==> config.mk <==
export PLATFORM = sky130hd
export DESIGN_NAME = gpio_stream_tx_flat
export DESIGN_NICKNAME = d
export VERILOG_FILES = /design/src/rtl/gpio_stream_tx_if.sv /design/src/rtl/gpio_stream_tx.sv /design/src/flat_wrapper.sv
export SDC_FILE = /design/constraint.sdc
export NUM_CORES = 1
export LEC_CHECK = 0
export ABC_AREA = 1
export CAP_MARGIN = 20
export CORE_ASPECT_RATIO = 1.2
export CORE_MARGIN = 2
export CORE_UTILIZATION = 43
export DETAILED_ROUTE_END_ITERATION = 6
export PLACE_DENSITY = 0.77
export SETUP_SLACK_MARGIN = 0.02
export SKIP_LAST_GASP = 1
export SLEW_MARGIN = 5
export SYNTH_ARGS = -nofsm -noshare
export SYNTH_HDL_FRONTEND = slang
export SYNTH_SLANG_ARGS = --single-unit
export TNS_END_PERCENT = 10
==> constraint.sdc <==
create_clock -name clk -period 1.45 [get_ports clk]
set_input_delay 0.29 -clock clk [delete_from_list [all_inputs] [get_ports clk]]
set_output_delay 0.29 -clock clk [all_outputs]
set_load 0.05 [all_outputs]
==> src/rtl/gpio_stream_tx_if.sv <==
// gpio_stream_tx_if: command, memory read port and GPIO header signals of
// the gpio_stream_tx output stage. The master modport is the transmitter
// side; the slave modport is whatever commands it, serves memory and acks.
interface gpio_stream_tx_if #(
    parameter int ADDR_W = 24,
    parameter int DATA_W = 24,
    parameter int GPIO_W = 36,
    parameter int CNT_W  = 16
) ();
    logic              start;
    logic [ADDR_W-1:0] base_addr;
    logic [CNT_W-1:0]  word_count;
    logic [ADDR_W-1:0] parallelAddress;
    logic [DATA_W-1:0] q;
    logic [GPIO_W-1:0] gpio_out;
    logic              gpio_ack;
    logic              busy;
    logic              done;

    modport master (
        input  start, base_addr, word_count, q, gpio_ack,
        output parallelAddress, gpio_out, busy, done
    );

    modport slave (
        output start, base_addr, word_count, q, gpio_ack,
        input  parallelAddress, gpio_out, busy, done
    );
endinterface

==> src/rtl/gpio_stream_tx.sv <==
// gpio_stream_tx: reads a block of words from the parallel memory port and
// sends each one over the GPIO header with a four-phase req/ack handshake.
// Header layout: [23:0] data, [24] req, [25] last, [26] parity, [35:27] 0.
// Optional feature macro: GPIO_TX_PARITY_EN drives bit 26 with the XOR of
// the data lines; without it bit 26 is tied low.
module gpio_stream_tx #(
    parameter int ADDR_W      = 24,
    parameter int DATA_W      = 24,
    parameter int GPIO_W      = 36,
    parameter int CNT_W       = 16,
    parameter int MEM_LAT     = 1,
    parameter int SYNC_STAGES = 2
) (
    input logic             clk,
    input logic             rst,
    gpio_stream_tx_if.master bus
);

    typedef enum logic [2:0] {
        IDLE,
        FETCH,
        WAIT_Q,
        SEND,
        ACK_HI,
        ACK_LO,
        FINISH
    } state_t;

    localparam logic [1:0] LAT_LOAD = 2'(MEM_LAT - 1);

    state_t                 state;
    logic [ADDR_W-1:0]      addr;
    logic [CNT_W-1:0]       remaining;
    logic [1:0]             lat_cnt;
    logic [DATA_W-1:0]      data;
    logic                   req;
    logic                   last;
    logic                   busy;
    logic                   done;
    logic [SYNC_STAGES-1:0] ack_sync;
    logic                   ack_s;
    logic                   parity;
    logic [GPIO_W-1:0]      gpio_word;

    // Bring the receiver's asynchronous ack into the clock domain.
    always_ff @(posedge clk) begin
        if (rst) begin
            ack_sync <= '0;
        end else begin
            ack_sync <= {ack_sync[SYNC_STAGES-2:0], bus.gpio_ack};
        end
    end

    assign ack_s = ack_sync[SYNC_STAGES-1];

`ifdef GPIO_TX_PARITY_EN
    assign parity = ^data;
`else
    assign parity = 1'b0;
`endif

    // Assemble the header from registered fields; unused lines stay low.
    always_comb begin
        gpio_word               = '0;
        gpio_word[DATA_W-1:0]   = data;
        gpio_word[24]           = req;
        gpio_word[25]           = last;
        gpio_word[26]           = parity;
    end

    assign bus.gpio_out        = gpio_word;
    assign bus.parallelAddress = addr;
    assign bus.busy            = busy;
    assign bus.done            = done;

    // Transfer sequencer: fetch a word, wait out the read latency, then run
    // the req/ack handshake; FINISH holds done for one cycle before IDLE.
    always_ff @(posedge clk) begin
        if (rst) begin
            state     <= IDLE;
            addr      <= '0;
            remaining <= '0;
            lat_cnt   <= '0;
            data      <= '0;
            req       <= 1'b0;
            last      <= 1'b0;
            busy      <= 1'b0;
            done      <= 1'b0;
        end else begin
            case (state)
                IDLE: begin
                    if (bus.start) begin
                        busy <= 1'b1;
                        if (bus.word_count != '0) begin
                            addr      <= bus.base_addr;
                            remaining <= bus.word_count;
                            state     <= FETCH;
                        end else begin
                            state <= FINISH;
                        end
                    end
                end
                FETCH: begin
                    lat_cnt <= LAT_LOAD;
                    state   <= WAIT_Q;
                end
                WAIT_Q: begin
                    if (lat_cnt == 2'd0) begin
                        data  <= bus.q;
                        last  <= (remaining == CNT_W'(1));
                        state <= SEND;
                    end else begin
                        lat_cnt <= lat_cnt - 2'd1;
                    end
                end
                SEND: begin
                    // An ack still high from the previous word must drop first.
                    if (!ack_s) begin
                        req   <= 1'b1;
                        state <= ACK_HI;
                    end
                end
                ACK_HI: begin
                    if (ack_s) begin
                        req   <= 1'b0;
                        state <= ACK_LO;
                    end
                end
                ACK_LO: begin
                    if (!ack_s) begin
                        remaining <= remaining - CNT_W'(1);
                        if (remaining == CNT_W'(1)) begin
                            state <= FINISH;
                        end else begin
                            addr  <= addr + ADDR_W'(1);
                            state <= FETCH;
                        end
                    end
                end
                FINISH: begin
                    if (!done) begin
                        done <= 1'b1;
                    end else begin
                        done  <= 1'b0;
                        busy  <= 1'b0;
                        data  <= '0;
                        last  <= 1'b0;
                        state <= IDLE;
                    end
                end
                default: begin
                    state <= IDLE;
                end
            endcase
        end
    end

endmodule

==> src/flat_wrapper.sv <==
// flat-port wrapper written by rule: the top's interface ports become plain ports
module gpio_stream_tx_flat 
#(
    parameter int ADDR_W      = 24,
    parameter int DATA_W      = 24,
    parameter int GPIO_W      = 36,
    parameter int CNT_W       = 16,
    parameter int MEM_LAT     = 1,
    parameter int SYNC_STAGES = 2
)
  (clk, rst, bus_start, bus_base_addr, bus_word_count, bus_q, bus_gpio_ack, bus_parallelAddress, bus_gpio_out, bus_busy, bus_done);
  gpio_stream_tx_if #(.ADDR_W(ADDR_W), .DATA_W(DATA_W), .GPIO_W(GPIO_W), .CNT_W(CNT_W)) bus_i ();
  input logic clk;
  input logic rst;
  input wire logic [$bits(bus_i.start)-1:0] bus_start;
  input wire logic [$bits(bus_i.base_addr)-1:0] bus_base_addr;
  input wire logic [$bits(bus_i.word_count)-1:0] bus_word_count;
  input wire logic [$bits(bus_i.q)-1:0] bus_q;
  input wire logic [$bits(bus_i.gpio_ack)-1:0] bus_gpio_ack;
  output wire logic [$bits(bus_i.parallelAddress)-1:0] bus_parallelAddress;
  output wire logic [$bits(bus_i.gpio_out)-1:0] bus_gpio_out;
  output wire logic [$bits(bus_i.busy)-1:0] bus_busy;
  output wire logic [$bits(bus_i.done)-1:0] bus_done;
  assign bus_i.start = bus_start;
  assign bus_i.base_addr = bus_base_addr;
  assign bus_i.word_count = bus_word_count;
  assign bus_i.q = bus_q;
  assign bus_i.gpio_ack = bus_gpio_ack;
  assign bus_parallelAddress = bus_i.parallelAddress;
  assign bus_gpio_out = bus_i.gpio_out;
  assign bus_busy = bus_i.busy;
  assign bus_done = bus_i.done;
  gpio_stream_tx #(.ADDR_W(ADDR_W), .DATA_W(DATA_W), .GPIO_W(GPIO_W), .CNT_W(CNT_W), .MEM_LAT(MEM_LAT), .SYNC_STAGES(SYNC_STAGES)) u_core (.clk(clk), .rst(rst), .bus(bus_i));
endmodule
After elaboration in Yosys (flattened, before gate mapping)
Index checks and enable logic that the tools add are counted.

cells by class
  add/subtract/negate cells = 3
  equal/unequal tests = 16
  muxes and demuxes = 32
  reduce and logical (&&, ||, !) cells = 15

operators with widths
  cell                                                   count
  2-to-1 mux 24 bit                                      6
  one-hot mux 24 bit (2 select lines)                    2
  2-to-1 mux 16 bit                                      3
  one-hot mux 16 bit (2 select lines)                    1
  adder 24 x 1 -> 24 bit (second input constant)         1
  2-to-1 mux 3 bit                                       8
  one-hot mux 3 bit (7 select lines)                     1
  equality test 16 x 1 -> 1 bit (second input constant)  1
  nonzero test 16 bit                                    1
  subtractor 16 x 1 -> 16 bit (second input constant)    1
  != test 2 bit (second input constant)                  5
  nonzero test 2 bit                                     5
  equality test 3 bit (second input constant)            3
  AND reduction 3 bit                                    3
  != test 2 x 1 -> 1 bit (second input constant)         4
  equality test 3 x 2 -> 1 bit (second input constant)   2
  2-to-1 mux 1 bit                                       6
  one-hot mux 1 bit (2 select lines)                     3
  AND reduction 6 bit                                    1
  AND reduction 5 bit                                    1
  one-hot mux 2 bit (2 select lines)                     1
  AND reduction 4 bit                                    1
  equality test 3 x 1 -> 1 bit (second input constant)   1
  logical NOT 3 bit                                      1
  4 further kinds                                        4

storage, ports and cells
  bits in registers = 75
  output and inout port bits = 62
  word-level logic and storage cells = 76

Longest topological paths before layout
Gate-level depths: netlist of run 1.

  word-level depth = 4
  gate-level depth with buffers = 12
  depth with buffers taken out = 11

Least setup slack after synthesis of run 1
Ideal clock, no wire load.

  path kind = register to register
  from = register u_core.addr[0], in the netlist u_core.bus.parallelAddress[0]
  to = register u_core.addr[22], in the netlist u_core.bus.parallelAddress[22]
  arrival time = 1.809 ns
  required time = 1.318 ns
  setup slack = -0.491 ns
  stages on the path, launching flop included = 9
  buffers on the path = 0
  cell sequence = dfxtp_1 -> ha_1 -> nand3_1 -> nor2_1 -> nand3_1 -> o21ai_0 -> nand3_1 -> nand2_1 -> a21oi_1

on the way
  word-level cells in the longest chain between the ends = 4

RTL lines
  element                              RTL line               RTL
  start: declaration                   gpio_stream_tx.sv:32   logic [ADDR_W-1:0] addr;
  start signal: assignment             gpio_stream_tx.sv:95   addr <= bus.base_addr;
  start signal: assignment             gpio_stream_tx.sv:135  addr <= addr + ADDR_W'(1);
  adder 24 x 1 -> 24 bit               gpio_stream_tx.sv:135
  2-to-1 mux 24 bit                    gpio_stream_tx.sv:132  if (remaining == CNT_W'(1)) begin
  2-to-1 mux 24 bit                    gpio_stream_tx.sv:130  if (!ack_s) begin
  one-hot mux 24 bit (2 select lines)  gpio_stream_tx.sv:90   case (state)

No other way between the ends. The select of a mux whose other input is x is not followed.
A chain may end at the register's enable or synchronous reset.

Worst setup path in the final report of run 1
  from = register u_core.state[1]
  to = register u_core.addr[17], in the netlist u_core.bus.parallelAddress[17]

on the way
  word-level cells in the longest chain between the ends = 3

RTL lines
  element                                                          RTL line              RTL
  start: declaration                                               gpio_stream_tx.sv:31  state_t state;
  start signal: assignment                                         gpio_stream_tx.sv:80  state <= IDLE;
  start signal: assignment                                         gpio_stream_tx.sv:97  state <= FETCH;
  start signal: assignment                                         gpio_stream_tx.sv:99  state <= FINISH;
  equality test 3 bit / logical NOT 3 bit (equally long branches)  gpio_stream_tx.sv:90
  != test 2 bit (no source line) (tied with other cells)           n/a
  AND reduction 5 bit (no source line)                             n/a

Parallel ways exist; a longest one is shown, timed or not.

==> impl_results.md, run 1 <==
- Min Hold Slack: 0.300 ns
- Die area: between 10,000 and 15,000 um2
- HP Class: in2reg
- Global-route wire length before repair: 24.1 mm
- Crit path capture type: flip-flop
- Final setup viols: 45
- Max Cap Viol: 0
- Core Area: 10,000 um2
- Detail-routed via count per cell: 5.25
- Placer Congestion: 0.971
- Number of synthesized register bits: 75
- EDFF count, synth: 0
- DRT iter0 DRCs: 329
- Vias in the first global route: 5,288
- Maximum vdd drop: 1290 uV
- Final hold viol count: 0
- Comb power frac: 0.588
- Starting Density: 0.443
- Initial antenna violation count: 0
- Ports: 130
- Share of power burned in registers: 0.240
- P&R area growth vs syn: 67.4%
- Ranking of synthesized cells by area: dfxtp_1 34%, nand2_1 20%, nor2_1 7.7%, a21oi_1 7.1%, inv_1 5.0%
- Critical path fanouts, max: 25
- WHS Path Cells: 3
- Violations in the final reports: negative setup slack
- Mapped Avg Cell Area: about 6.2 um2
- Clk_skew: 0.00799 ns
- WL per Instance: 14.3 um
- Row cnt: 40
- CTS tree: built
- Fin. max-slew vios: 0
- R2r startpoint: u_core.state[1]
- Crit path max-delay family: simple AND/OR/NAND/NOR gates
- Clock buffer count from CTS: 9
- Number of fill cells in the layout: 743
- Largest net degree at the start of global routing: 29
- Sw Ratio: 0.434
- PortBufs: 119
- Req. time, crit path: roughly 1.7 ns
- Switching component of the power: between 6 and 7 mW
- Layout cell share with drive strength beyond 1: 0.273
- Clock Tree Buf Depth: 2
- Worst-path clk slew: 0.06 ns
- Post-DP HPWL: 10.3 mm
- DRC viols: 0
- Slowest cell on crit path: dfxtp_4
- CP startpoint kind: flip-flop
- Fmax: slightly above 0.6 GHz
- Cell leakage power: 3.21 nW
- Clock power share: 0.172
- Most used cell, CP: nand2_1
- Ys Warns: 0
- GR Overflow Total: 0
- Placed instance count: between 1k and 1.5k
- Area share of the largest cell type after synthesis: 0.338
- Ys flop type: dfxtp_1
- Diode count: 0
- P per Cell Area: 1920 nW/um2
- Buffers & Inverters on Critical Path: 2
- Chip width: 96.7 um
- Die Ht: 115 um
- CP Depth: 11
- # clock sinks: 75
- Sequential share of the synthesized area: 0.338
- GRT Total Usage: 0.263
- Netlist cell types: 33
- Final setup margin: -0.172 ns
- Cell Area, Synth: 4440 um2
- Setup CP Type: reg2reg
- DR pass1 iterations: 5
- WP data arrival: around 1.9 ns
- Cell taking the most area after synthesis: dfxtp_1
- R2r setup slk: -0.17 ns
- FF-to-FF path depth: 11
- Fin crit period: approximately 1.6 ns
- Crit. Startpoint: u_core.state[1]
- # H-tree levels: 3
- Crit share post-route: 1.12
- RSZ-0062 raised after global routing: true
- Final antenna-violating net count: 0
- FF-to-FF End: u_core.bus.parallelAddress[17]
- P_int: 8.09 mW
- Crit path cell chain: nor2_4 -> nand2_1 -> nand2_1 -> nand2_2 -> nor2_4 -> buf_4 -> nand3_2 -> buf_12 -> nor2_1 -> nand2_1 -> a21oi_2
- Status: finished with violations
- Final net count: 978
- Mapped Cells: 718
- Worst setup endpoint: u_core.bus.parallelAddress[17]
- Setup WS pre-CTS: -0.618 ns
- Post-synthesis async set-or-reset flop share: 0
- Later-pin clock latency in the skew report: ~0.34 ns
- DR vias: 5,441
- Non-Filler Instances: slightly above 1k
- Critical Path Max Stage Delay: ~0.37 ns
- Clock root buffer: clkbuf_16
- Final WL: 14.9 mm
## cells in the mapped netlist, types with 7 or more instances
master,number
inv_1,59
nand2_1,238
nor3_1,7
dfxtp_1,75
clkbuf_1,14
nand4_1,8
buf_2,11
o21ai_0,37
nor2_1,91
or2_2,17
buf_4,13
nand3b_1,8
nand3_1,38
a21oi_1,63
## how the worst min path moves through the flow
stage                        from             endpoint  slack (ns)
3_5_place_dp   u_core.ack_sync[0]   u_core.ack_sync[1]        0.41
2_1_floorplan  u_core.ack_sync[0]   u_core.ack_sync[1]        0.39
5_1_grt         bus_word_count[8]  u_core.remaining[8]        0.32
4_1_cts        u_core.ack_sync[0]   u_core.ack_sync[1]        0.41
3_3_place_gp   u_core.ack_sync[0]   u_core.ack_sync[1]        0.39
6_report        bus_word_count[8]  u_core.remaining[8]        0.30
## power groups by stage
stage	registers (mW)	logic, mW	clock network, mW
4_1_cts	3.39	8.17	2.50
3_3_place_gp	3.36	7.47	0
5_1_grt	3.50	8.95	2.61
3_5_place_dp	3.39	7.67	0
6_report	3.43	8.40	2.46
2_1_floorplan	4.55	2.88	0
## through the flow
| step | utilization | power (mW) | instance area, um2 | TNS, ns |
|---|---|---|---|---|
| after floorplan | - | 7.43 | 4540 | -0.566 |
| after global placement | 0.679 | 10.8 | 6790 | -21.78 |
| after detailed placement | 0.679 | 11.1 | 6790 | -24.94 |
| after CTS | 0.732 | 14.1 | 7320 | -2.07 |
| after global routing | 0.742 | 15.1 | 7430 | -9.78 |
| final | 0.742 | 14.3 | 7430 | -3.14 |
## repair_timing
action                     CTS  global route
buffers inserted             9             3
hold buffers                 0             0
cloned                       2             0
resized for setup           38            31
pin swaps                   10            13
setup endpoints to repair   71            71
## final cells by class
type | count | area (um2) | area share
inverter | 62 | 240 | 0.0323
clock inverter | 5 | 65.1 | 0.00876
tap | 126 | 158 | 0.0212
timing repair buffer | 207 | 2470 | 0.332
multi-input combinational | 551 | 2690 | 0.362
sequential | 75 | 1550 | 0.208
clock buffer | 11 | 264 | 0.0355
## tightest hold or removal path, cell delays in order
cell,delay (ns)
dlymetal6s2s_1,0.11
mux2i_1,0.08
a21oi_1,0.12
## state kept, by name (all words and copies together), names as in the netlist
| name | count |
|---|---|
| u_core.ack_sync | 2 |
| u_core.bus.busy | 1 |
| u_core.bus.done | 1 |
| u_core.bus.parallelAddress | 24 |
| u_core.data | 24 |
| u_core.last | 1 |
| u_core.lat_cnt | 2 |
| u_core.remaining | 16 |
| u_core.req | 1 |
| u_core.state | 3 |
## metal layers
layer,up-vias,GRT usage,routed length [um]
met5,-,0,0
met4,0,0.133,482
li1,2640,-,-
met1,2512,0.288,5510
met3,43,0.0523,927
met2,246,0.486,7950
## cells by family (layout without fill, tap and decap cells)
| group | after synthesis | after routing | synth area share |
|---|---|---|---|
| AND/OR/NAND/NOR | 415 | 417 | 0.397 |
| AO/OA/AOI/OAI | 110 | 110 | 0.127 |
| buffers and inverters | 103 | 285 | 0.105 |
| flip-flops | 75 | 75 | 0.338 |
| XOR/XNOR | 8 | 8 | 0.0158 |
| adder cells (fa/ha/maj) | 4 | 4 | 0.0113 |
| multiplexers | 2 | 2 | 0.00451 |
| other | 1 | 10 | 0.000845 |
## cell usage in the layout (no fill, tap or decap), types with 4 or more instances in the layout
| cell | instances |
|---|---|
| a21oi_1 | 61 |
| buf_12 | 57 |
| buf_4 | 79 |
| clkbuf_16 | 10 |
| clkdlybuf4s50_1 | 58 |
| conb_1 | 10 |
| dfxtp_1 | 48 |
| dfxtp_2 | 23 |
| dfxtp_4 | 4 |
| dlymetal6s2s_1 | 8 |
| inv_1 | 55 |
| inv_2 | 4 |
| nand2_1 | 234 |
| nand2_2 | 4 |
| nand3_1 | 34 |
| nand3_2 | 5 |
| nand3b_1 | 8 |
| nand4_1 | 8 |
| nor2_1 | 77 |
| nor2_2 | 10 |
| nor2_4 | 10 |
| nor3_1 | 4 |
| o21ai_0 | 31 |
| o21ai_1 | 8 |
| or2_2 | 17 |
| xnor2_1 | 5 |
(Power assumes the default switching activity.)
==> inputs of run 2 (changes only) <==
--- a/config.mk
+++ b/config.mk
@@ -11,7 +11,7 @@
 export CORE_MARGIN = 2
 export CORE_UTILIZATION = 43
 export DETAILED_ROUTE_END_ITERATION = 6
-export PLACE_DENSITY = 0.77
+export PLACE_DENSITY = 0.82
 export SETUP_SLACK_MARGIN = 0.02
 export SKIP_LAST_GASP = 1
 export SLEW_MARGIN = 5
==> run 2 against run 1 <==
The run still ends with negative setup slack left. Register-to-register slack got worse by 0.04 ns. Hold slack improved by 0.11 ns. Maximum frequency decreased by 2.7%. Via count increased by 0.59%. Non-clock buffer count increased by 14. Highest routed layer unchanged.
==> impl_results.md, run 2 (synthesis results as in run 1) <==
- Status: finished with violations (unchanged)
- Violations in the final reports: negative setup slack (unchanged)
- Slowest cell on crit path: dfxtp_2 (was dfxtp_4)
- Cell leakage power: 3.27 nW (was 3.21 nW)
- # clock sinks: 75 (unchanged)
- P per Cell Area: 1900 nW/um2 (was 1920 nW/um2)
- DRT iter0 DRCs: 331 (was 329)
- P&R area growth vs syn: 71.6% (was 67.4%)
- Critical Path Max Stage Delay: 0.32 ns (was 0.37 ns)
- Largest net degree at the start of global routing: 30 (was 29)
- Final hold viol count: 0 (unchanged)
- Number of fill cells in the layout: 701 (was 743)
- GR Overflow Total: 0 (unchanged)
- Clock Tree Buf Depth: 2 (unchanged)
- Core Area: 10,000 um2 (unchanged)
- Req. time, crit path: 1.71 ns (about the same)
- Die Ht: 115 um (unchanged)
- Setup CP Type: reg2reg (unchanged)
- Max Cap Viol: 0 (unchanged)
- GRT Total Usage: 0.237 (was 0.263)
- Final net count: 995 (was 978)
- Worst-path clk slew: 0.06 ns (about the same)
- Row cnt: 40 (unchanged)
- Chip width: 96.7 um (unchanged)
- HP Class: reg2reg (was in2reg)
- Initial antenna violation count: 0 (unchanged)
- Critical path fanouts, max: 4 (was 25)
- WL per Instance: 14.5 um (was 14.3 um)
- Commonest non-fill, non-tap cells in the layout: 221 x nand2_1, 91 x buf_4, 77 x nor2_1 (was 234 x nand2_1, 79 x buf_4, 77 x nor2_1)
- Final setup viols: 66 (was 45)
- Vias in the first global route: 4,858 (was 5,288)
- PortBufs: 119 (unchanged)
- Storage cell area: 1550 um2 (about the same)
- CTS tree: built (unchanged)
- Later-pin clock latency in the skew report: 0.33 ns (was 0.34 ns)
- Clk_skew: 0.00797 ns (was 0.00799 ns)
- Final Core Density: 0.761 (was 0.742)
- Fin. max-slew vios: 0 (unchanged)
- Fmax: 0.600 GHz (was 0.617 GHz)
- R2r startpoint: u_core.remaining[1] (was u_core.state[1])
- Crit path cell chain: inv_2 -> buf_4 -> ha_1 -> nand2_1 -> nor2_1 -> buf_4 -> nand4_1 -> nand3_1 -> nand3_1 -> a21oi_1 (was nor2_4 -> nand2_1 -> nand2_1 -> nand2_2 -> nor2_4 -> buf_4 -> nand3_2 -> buf_12 -> nor2_1 -> nand2_1 -> a21oi_2)
- Starting Density: 0.443 (unchanged)
- Ports: 130 (unchanged)
- Hold Crit Start: u_core.ack_sync[0] (was bus_word_count[8])
- Post-DP HPWL: 9.73 mm (was 10.3 mm)
- Fin crit period: 1.67 ns (was 1.62 ns)
- Final setup margin: -0.216 ns (was -0.172 ns)
- Clock buffer count from CTS: 9 (unchanged)
- Final WL: 15.3 mm (was 14.9 mm)
- Maximum vdd drop: 1060 uV (was 1290 uV)
- WP data arrival: 1.92 ns (was 1.88 ns)
- Commonest non-fill, non-tap cell in the layout: nand2_1 (unchanged)
- Layout cell share with drive strength beyond 1: 0.297 (was 0.273)
- Total Power: 14.5 mW (was 14.3 mW)
- DRC viols: 0 (unchanged)
- CP startpoint kind: flip-flop (unchanged)
- Setup WS pre-CTS: -0.604 ns (was -0.618 ns)
- DR vias: 5,473 (was 5,441)
- Crit. Startpoint: u_core.remaining[1] (was u_core.state[1])
- Diode count: 0 (unchanged)
- Multi-input logic area: 2740 um2 (was 2690 um2)
- Detail-routed via count per cell: 5.19 (was 5.25)
- Final antenna-violating net count: 0 (unchanged)
- Die area: 11,100 um2 (unchanged)
- DR pass1 iterations: 4 (was 5)
- Clock root buffer: clkbuf_16 (unchanged)
- Crit path capture type: flip-flop (unchanged)
- Placer Congestion: 0.937 (was 0.971)
- RSZ-0062 raised after global routing: true (unchanged)
- # H-tree levels: 3 (unchanged)
- Global-route wire length before repair: 21.8 mm (was 24.1 mm)
- Crit share post-route: 1.15 (was 1.12)
## run 2: changes by cell type in the layout (fill, tap and decap cells not counted), sizes merged
cell	delta
dlymetal6s2s	-4
buf	+12
clkbuf	+2
inv	+2
clkinvlp	+1
clkdlybuf4s50	+3
dlygate4sd2	+1
## run 2: what timing repair did
item | 4_1_cts | 5_1_grt
hold endpoints to repair | 0 | 0
buffers inserted | 6 | 7
pin swaps | 8 | 13
endpoints found under the setup margin | 68 | 71
resized for setup | 31 | 57
hold buffers | 0 | 0
cloned | 2 | 5
## run 2: path summary, 6_finish.rpt
check,endpoint,slack (ns),cells after the start
min,u_core.ack_sync[1],0.41,2
min reg2reg,u_core.ack_sync[1],0.41,2
max,u_core.remaining[14],-0.22,10
max reg2reg,u_core.remaining[14],-0.22,10
## run 2: where the power goes
part           internal (mW)  switching (mW)  total [mW]
clock                   1.39           0.894        2.28
sequential              2.74           0.612        3.36
combinational           4.03            4.80        8.83
## run 2: area by class of cell
cell class                      count  area share
Sequential cell                    75       0.203
Timing Repair inverter              3     0.00263
Clock inverter                      5     0.00772
Inverter                           62      0.0338
Clock buffer                       11      0.0319
Tap cell                          126      0.0207
Multi-Input combinational cell    551       0.360
Timing Repair Buffer              221       0.341
## run 2: layer usage
metal,GRT usage,vias to the layer above,share of wire,wire [um]
li1,-,2676,-,-
met1,0.269,2475,0.37,5710
met2,0.436,264,0.51,7820
met3,0.0389,58,0.070,1070
met4,0.113,0,0.043,661
met5,0,-,0,0
## run 2: metrics by stage
stage	hold WS [ns]	TNS [ns]	cells	instance area (um2)
after floorplan	0.388	-0.566	727	4540
after global placement	0.389	-21.17	1018	6850
after detailed placement	0.399	-24.83	1018	6850
after CTS	0.408	-3.65	1042	7290
after global routing	0.427	-12.15	1054	7610
final	0.406	-7.28	1054	7610
## run 2: worst max-delay path: cells and delay by family, from the launching register on
kind	cells	cell delay [ns]
AOI/OAI and AO/OA	1	0.12
adders and majority gates	1	0.17
DFF	1	0.32
and+or+nand+nor	5	0.65
buffers and inverters	3	0.33
==> inputs of run 3 (changes only) <==
--- a/config.mk
+++ b/config.mk
@@ -6,12 +6,14 @@
 export NUM_CORES = 1
 export LEC_CHECK = 0
 export ABC_AREA = 1
+export ABC_CLOCK_PERIOD_IN_PS = 1450
 export CAP_MARGIN = 20
 export CORE_ASPECT_RATIO = 1.2
 export CORE_MARGIN = 2
 export CORE_UTILIZATION = 43
 export DETAILED_ROUTE_END_ITERATION = 6
 export PLACE_DENSITY = 0.82
+export REMOVE_ABC_BUFFERS = 1
 export SETUP_SLACK_MARGIN = 0.02
 export SKIP_LAST_GASP = 1
 export SLEW_MARGIN = 5
==> run 3 against run 2 <==
The flow still finishes with violations (negative setup slack). Die area is the same. Power shrank 4.9%. Final area shrank 3.3%. Clock skew is essentially flat. Non-clock buffer count grew 1. Via count shrank 1.9%. Largest cell class unchanged. Final cell count shrank 0.28%.
==> impl_results.md, run 3 (synthesis results as in run 1) <==
- Min Hold Slack: 0.352 ns (was 0.406 ns)
- WP data arrival: 1.86 ns (was 1.92 ns)
- Diode count: 0 (unchanged)
- RSZ-0062 raised after global routing: true (unchanged)
- WL per Instance: 13.5 um (was 14.5 um)
- Met3 Use GR: 0.0578 (was 0.0389)
- WHS Path Cells: 5 (was 2)
- Req. time, crit path: 1.72 ns (was 1.71 ns)
- Clock buffer count from CTS: 9 (unchanged)
- Final setup viols: 43 (was 66)
- Layout cell share with drive strength beyond 1: 0.256 (was 0.297)
- Crit share post-route: 1.10 (was 1.15)
- Clock Tree Buf Depth: 2 (unchanged)
- Setup WS pre-CTS: -0.600 ns (was -0.604 ns)
- Final antenna-violating net count: 0 (unchanged)
- Core Area: 10,000 um2 (unchanged)
- Largest net degree at the start of global routing: 29 (was 30)
- Layer with the highest usage: met2 (unchanged)
- Row cnt: 40 (unchanged)
- Commonest non-fill, non-tap cells in the layout: 236 x nand2_1, 99 x buf_4, 76 x nor2_1 (was 221 x nand2_1, 91 x buf_4, 77 x nor2_1)
- Fin crit period: 1.60 ns (was 1.67 ns)
- Final net count: 994 (was 995)
- Later-pin clock latency in the skew report: 0.34 ns (was 0.33 ns)
- Placer Congestion: 0.936 (was 0.937)
- Die area: 11,100 um2 (unchanged)
- Final hold viol count: 0 (unchanged)
- Clock root buffer: clkbuf_16 (unchanged)
- Critical path fanouts, max: 7 (was 4)
- Violations in the final reports: negative setup slack (unchanged)
- # clock sinks: 75 (unchanged)
- Sum Neg Setup Slack: -2.72 ns (was -7.28 ns)
- Final Core Density: 0.736 (was 0.761)
- CP startpoint kind: input pin (was flip-flop)
- Vias in the first global route: 5,121 (was 4,858)
- PortBufs: 119 (unchanged)
- Dpl cell area: 6860 um2 (was 6850 um2)
- DR pass1 iterations: 5 (was 4)
- Non-Filler Instances: 1,051 (was 1,054)
- DRT iter0 DRCs: 326 (was 331)
- Fmax: 0.627 GHz (was 0.600 GHz)
- Final non-filler cell area: 7360 um2 (was 7610 um2)
- Detail-routed via count per cell: 5.11 (was 5.19)
- DRC viols: 0 (unchanged)
- Die Ht: 115 um (unchanged)
- Initial antenna violation count: 0 (unchanged)
- Commonest non-fill, non-tap cell in the layout: nand2_1 (unchanged)
- CTS tree: built (unchanged)
- HP Class: in2reg (was reg2reg)
- # H-tree levels: 3 (unchanged)
- GR Overflow Total: 0 (unchanged)
- Clk_skew: 0.00748 ns (was 0.00797 ns)
- Post-DP HPWL: 9.79 mm (was 9.73 mm)
- Setup CP Type: in2reg (was reg2reg)
- GRT Total Usage: 0.250 (was 0.237)
- P per Cell Area: 1870 nW/um2 (was 1900 nW/um2)
- GRT met1 Usage: 0.275 (was 0.269)
- Placed instance count: 1,027 (was 1,018)
- Met2 usage in global routing: 0.450 (was 0.436)
- Final WL: 14.2 mm (was 15.3 mm)
- DR vias: 5,370 (was 5,473)
- Hold_buf cts: 0 (unchanged)
- Fin. max-slew vios: 0 (unchanged)
- Total Power: 13.8 mW (was 14.5 mW)
- Starting Density: 0.443 (unchanged)
- Cell leakage power: 3.22 nW (was 3.27 nW)
- Status: finished with violations (unchanged)
- Global-route wire length before repair: 22.9 mm (was 21.8 mm)
- Crit path capture type: flip-flop (unchanged)
- Chip width: 96.7 um (unchanged)
- Worst-path clk slew: 0.06 ns (about the same)
- FF-to-FF path depth: 10 (unchanged)
- Maximum vdd drop: 957 uV (was 1060 uV)
- Final setup margin: -0.146 ns (was -0.216 ns)
- P&R area growth vs syn: 65.9% (was 71.6%)
- Ports: 130 (unchanged)
- Max Cap Viol: 0 (unchanged)
[run 3: layer usage]
metal  vias to the layer above  share of wire
met2                       247           0.50
li1                       2676              -
met1                      2400           0.39
met5                         -              0
met3                        47          0.084
met4                         0          0.030
[run 3: final timing paths]
check	startpoint	endpoint	slack [ns]
min reg2reg	u_core.ack_sync[0]	u_core.ack_sync[1]	0.40
min	bus_word_count[12]	u_core.remaining[12]	0.35
max reg2reg	u_core.state[1]	u_core.bus.parallelAddress[3]	-0.13
max	bus_start	u_core.bus.parallelAddress[3]	-0.15
[run 3: final cells by class]
class / count / area, um2
clock buffers: 12 / 256
flip-flops and latches: 75 / 1510
fillers: 702 / 2650
clock inverters: 2 / 12.5
well taps: 126 / 158
inverters: 62 / 238
repair buffers: 222 / 2530
multi-input cells: 552 / 2660
[run 3: where the power goes]
part	switching (mW)	internal, mW
clock	0.847	1.23
sequential	0.527	2.67
combinational	4.65	3.85
[run 3: worst max-delay path: stages]
cell and delay (ns):
clkdlybuf4s50_1 0.50, nand3b_1 0.14, nand2_1 0.09, nor2_4 0.12
nand2_4 0.13, buf_4 0.17, nor2_4 0.20, nand2_1 0.10
a21oi_1 0.13
[run 3: timing repair]
action                     CTS  global route
gates cloned                 2             1
setup buffers                2             5
setup endpoints to repair   69            70
gates resized for setup     35            27
pin swaps                    6            12
